`config.mk`:
```
export PLATFORM = sky130hd
export DESIGN_NAME = mux_n_1_pipe
export DESIGN_NICKNAME = d
export VERILOG_FILES = /design/src/rtl/mux_pkg.sv /design/src/rtl/mux_n_1_comb.sv /design/src/rtl/mux_n_1_pipe.sv
export SDC_FILE = /design/constraint.sdc
export NUM_CORES = 1
export LEC_CHECK = 0
export BUFFER_PORTS_ARGS = -buffer_cell sky130_fd_sc_hd__clkbuf_2
export CAP_MARGIN = 25
export CELL_PAD_IN_SITES_DETAIL_PLACEMENT = 0
export CELL_PAD_IN_SITES_GLOBAL_PLACEMENT = 1
export CORE_AREA = 2 2 106 108
export CTS_BUF_LIST = sky130_fd_sc_hd__clkbuf_4 sky130_fd_sc_hd__clkbuf_8 sky130_fd_sc_hd__clkbuf_16
export DETAILED_ROUTE_END_ITERATION = 8
export DIE_AREA = 0 0 108 110
export PLACE_DENSITY = 0.85
export SETUP_SLACK_MARGIN = 0.05
export SLEW_MARGIN = 20
export SYNTH_ARGS = -nofsm -noshare
export SYNTH_HDL_FRONTEND = slang
export SYNTH_SLANG_ARGS = --single-unit
```
`constraint.sdc`:
```
create_clock -name clk -period 1.4 [get_ports clk]
set_input_delay 0.28 -clock clk [delete_from_list [all_inputs] [get_ports clk]]
set_output_delay 0.28 -clock clk [all_outputs]
set_load 0.02 [all_outputs]
```
`src/rtl/mux_pkg.sv`:
```
// mux_pkg: shared state encoding and default width for the pipelined N:1 word mux.
package mux_pkg;
    typedef enum logic [1:0] {EMPTY, ONE, TWO} state_t;
    localparam int MUX_DEFAULT_WIDTH = 32;
endpackage

```
`src/rtl/mux_n_1_comb.sv`:
```
// mux_n_1_comb: combinational N:1 word select with DEFAULT_VAL fallback and out-of-range flag.
module mux_n_1_comb import mux_pkg::*; #(
    parameter int WIDTH = MUX_DEFAULT_WIDTH,
    parameter int NUM_IN = 3,
    parameter int SEL_W = $clog2(NUM_IN),
    parameter logic [WIDTH-1:0] DEFAULT_VAL = '0
) (
    input  logic [NUM_IN*WIDTH-1:0] in_data,
    input  logic [SEL_W-1:0]        sel,
    output logic [WIDTH-1:0]        data,
    output logic                    out_of_range
);
    always_comb begin
        data = DEFAULT_VAL;
        out_of_range = 1'b1;
        for (int k = 0; k < NUM_IN; k++) begin
            if (sel == SEL_W'(k)) begin
                data = in_data[k*WIDTH +: WIDTH];
                out_of_range = 1'b0;
            end
        end
    end
endmodule

```
`src/rtl/mux_n_1_pipe.sv`:
```
// mux_n_1_pipe: N:1 word mux with registered valid/ready output and two-entry skid buffer.
// MUX_SEL_CHECK_EN enables the sticky out-of-range select flag sel_err.
module mux_n_1_pipe import mux_pkg::*; #(
    parameter int WIDTH = MUX_DEFAULT_WIDTH,
    parameter int NUM_IN = 3,
    parameter int SEL_W = $clog2(NUM_IN),
    parameter logic [WIDTH-1:0] DEFAULT_VAL = '0
) (
    input  logic                    clk,
    input  logic                    rst_n,
    input  logic [NUM_IN*WIDTH-1:0] in_data,
    input  logic [SEL_W-1:0]        sel,
    input  logic                    in_valid,
    output logic                    in_ready,
    output logic [WIDTH-1:0]        out_data,
    output logic                    out_valid,
    input  logic                    out_ready,
    input  logic                    flush,
    output logic                    sel_err
);
    state_t state;
    logic [WIDTH-1:0] main_q, skid_q, word;
    logic oor, accept, consume;

    mux_n_1_comb #(
        .WIDTH(WIDTH),
        .NUM_IN(NUM_IN),
        .SEL_W(SEL_W),
        .DEFAULT_VAL(DEFAULT_VAL)
    ) u_sel (
        .in_data(in_data),
        .sel(sel),
        .data(word),
        .out_of_range(oor)
    );

    assign in_ready = state != TWO;
    assign out_valid = state != EMPTY;
    assign out_data = main_q;
    assign accept = in_valid && in_ready;
    assign consume = out_valid && out_ready;

    always_ff @(posedge clk or negedge rst_n) begin
        if (!rst_n) begin
            state <= EMPTY;
            main_q <= '0;
            skid_q <= '0;
        end else if (flush) begin
            state <= EMPTY;
        end else begin
            case (state)
                EMPTY: if (accept) begin
                    main_q <= word;
                    state <= ONE;
                end
                ONE: begin
                    if (accept && consume) main_q <= word;
                    else if (accept) begin
                        skid_q <= word;
                        state <= TWO;
                    end else if (consume) state <= EMPTY;
                end
                TWO: if (consume) begin
                    main_q <= skid_q;
                    state <= ONE;
                end
                default: state <= EMPTY;
            endcase
        end
    end

`ifdef MUX_SEL_CHECK_EN
    always_ff @(posedge clk or negedge rst_n) begin
        if (!rst_n) sel_err <= 1'b0;
        else if (flush) sel_err <= 1'b0;
        else if (accept && oor) sel_err <= 1'b1;
    end
`else
    logic unused_oor;
    assign unused_oor = oor;
    assign sel_err = 1'b0;
`endif
endmodule

```
==> results.cfg <==
[clocking]
cts_inserted_buffers = 9
h-tree-depth = 3
clk_root_buffer_cell = clkbuf_8
clock_latency_ns = 0.34
tritoncts = built
worst_setup_hold_path_clk_slew_ns = 0.07
clockBufferDepth = 2
cts.sink_count = 66

[final_layout]
finalNetCount = 517
layout_commonest_cell = clkbuf_2
post-route-cell-area_mm2 = 0.00519
num_antenna_cells = 0
final_layout_size_suffix_gt1_frac = 0.666
commonest_cells_after_routing_fill_and_taps_aside = clkbuf_2 (133), dfrtp_1 (65), mux2_2 (49)
syn2layout_area_growth_pct = 37.0

[power]
share_of_total_power_in_the_clock_network = 0.295
powerDensity_mw_per_mm2 = 1180
power.internal_mw = 4.36
vdd.ir_drop.worst_mv = 0.559
p_sw_frac = 0.290
total_switching_power_mw = 1.78
share_seq_of_total_power = 0.426
report.power.total_mw = 6.13
combinational_cell_fraction_of_total_power = 0.279
cellLeakagePower_nw = 2.60

[sta]
layout_min_cycle_time_ns = 1.62
clock-skew-final_ns = 0.00705
final_hold_viol_count = 0
fmax_mhz = 619
slew_headroom = 0.645
timing.setup.tns_ns = -12.32
timing_worst_slew_pin_value_ns = 0.533
rsz0062_at_grt = true
post-route-worst-setup-slack_ns = -0.216
setup_viol_count_final = 66
timing.final.crit_share = 1.15
drv_slew = 0

[floorplanning]
ioPinCount = 138
std_cell_core_area_mm2 = 0.0107
full_die_area_mm2 = 0.0119
chipWidth_um = 108
num_rows = 38
dieHeight_um = 110
start_util = 0.355

[global_route]
grt_most_used_layer = met2
grt_pass1_wl_um = 13900
grt_use_total = 0.152
fraction_of_met2_tracks_used_by_global_routing = 0.271
grt-ovfl-total = 0
use_met3 = 0.0400
antenna_violations_before_repair = 0
first_global_vias = 2838
globalRouteMet1Util = 0.179
maximum_number_of_pins_on_one_net_before_global_route_repair = 67

[place]
detailed_place.area_mm2 = 0.00472
io_buffers = 136
post-dp-hpwl_um = 6260
gpl.final_weighted_congestion = 0.749

[status]
violations = setup timing
result_of_the_run = finished with violations

[hold_path]
hold_path.class = primary input to flip-flop

[critical_path]
critical_path.startpoint = state[1]$_DFFE_PN0P_
worstRegToRegCells = 5
worst_setup_path_start_kind = flip-flop
endpoint = skid_q[23]$_DFFE_PN0P_
r2r_slack_ns = -0.22
cp.arrival_ns = 1.83
worst_ep_required_time_ns = 1.62
timing.setup.critical_path_class = flip-flop to flip-flop
critPathMaxFanout = 33
rr_endpoint = skid_q[23]$_DFFE_PN0P_
worst_setup_path_end_kind = flip-flop
r2r_start = state[1]$_DFFE_PN0P_

[yosys]
synthesis.yosys.warnings = 0
syn_nets = 368
synth_top_area_cell = dfrtp_1
mean_area_per_synthesized_cell_um2 = 14.3
synth_cell_type_count = 21
share_of_yosys_cell_area_claimed_by_the_top_area_cell_type = 0.435
netlist_top_cells_area = dfrtp_1 (44%), mux2_2 (19%), o2bb2ai_2 (12%)
synth.yosys.seq_area_share = 0.435
synthesis.area_mm2 = 0.00379
postSynthCellCount = 265
flip_flop_and_latch_count_after_synthesis = 66

[detailed_routing]
postRouteAntennaNets = 0
totalWireLength_um = 8790
dr_total_vias = 2696
drt_first_pass_iters = 3
dr.first_iter.drc_count = 26
total_drc_errors_in_the_routed_layout = 0
wl_per_cell_um = 15.7
vias_per_cell = 4.82

[run]
max_cap_viol_count = 0
metal layers:
| metal | vias up | share of wire |
|---|---|---|
| met2 | 89 | 0.50 |
| met1 | 1317 | 0.43 |
| met3 | 8 | 0.064 |
| met5 | - | 0 |
| met4 | 0 | 0.0091 |
| li1 | 1282 | - |
power groups by stage:
stage          clock, mW  combinational [mW]  sequential (mW)
5_1_grt             1.96                1.85             2.67
6_report            1.81                1.71             2.61
3_3_place_gp           0                1.55             2.61
4_1_cts             1.87                1.67             2.61
3_5_place_dp           0                1.61             2.64
2_1_floorplan          0               0.776             2.84
sequential cells by signal, indices dropped and copies added, names as in the netlist:
name      flops
out_data     32
state         2
skid_q       32
cell usage after synthesis (all sizes together):
library cell and n:
a21oi 1, mux2 96, o31ai 1, nand2b 1, nor2 3, or2 1
nand2 2, nor4b 1, o2bb2ai 32, mux2i 33, or3b 1, nor2b 1
and3b 1, conb 1, dfrtp 66, o21bai 1, buf 23
area by class of cell:
cell class,instances,area (um2)
sequential,66,1650
fill,979,5500
clock buffer,12,153
tap,140,175
clock inverter,4,75.1
multi-input combinational,176,2070
timing repair buffer,161,1070
cells by family (layout without fill, tap and decap cells):
kind of cell / count (synthesis) / in the layout / synth area share
AOI/OAI and AO/OA: 35 / 35 / 0.130
and+or+nand+nor: 11 / 11 / 0.0188
muxes: 129 / 129 / 0.372
other: 1 / 1 / 0.000989
DFF: 66 / 66 / 0.435
buffers and inverters: 23 / 177 / 0.0429
stage by stage:
step / hold slack [ns] / utilization / setup slack [ns] / cells
5_1_grt: 0.256 / 0.485 / -0.258 / 559
4_1_cts: 0.215 / 0.478 / -0.215 / 558
3_3_place_gp: 0.327 / 0.440 / -0.472 / 532
6_report: 0.255 / 0.485 / -0.216 / 559
3_5_place_dp: 0.331 / 0.442 / -0.436 / 533
2_1_floorplan: -0.0156 / - / -0.109 / 265
what timing repair did:
action / in CTS / in global routing
endpoints found under the setup margin: 67 / 66
hold buffers: 1 / 0
gates resized for setup: 7 / 19
setup buffers: 7 / 1
cloned: 1 / 0
hold endpoints to repair: 66 / 0
pin swaps: 1 / 0
how the worst min path moves through the flow:
stage / to / from / slack (ns) / cells past startpoint
after global routing: state[0]$_DFFE_PN0P_ / flush / 0.26 / 3
after detailed placement: out_data[9]$_DFFE_PN0P_ / rst_n / 0.33 / 2
after CTS: state[0]$_DFFE_PN0P_ / flush / 0.21 / 3
after global placement: out_data[9]$_DFFE_PN0P_ / rst_n / 0.33 / 2
final: state[0]$_DFFE_PN0P_ / flush / 0.26 / 3
after floorplan: out_data[0]$_DFFE_PN0P_ / rst_n / -0.02 / 0
critical path, stage by stage, from the launching register on:
cell,delay [ns]
dfrtp_2,0.44
buf_4,0.16
nor4b_4,0.25
nand2_2,0.09
buf_12,0.18
mux2_1,0.34
No activity file was read; power rests on OpenSTA's default activity.
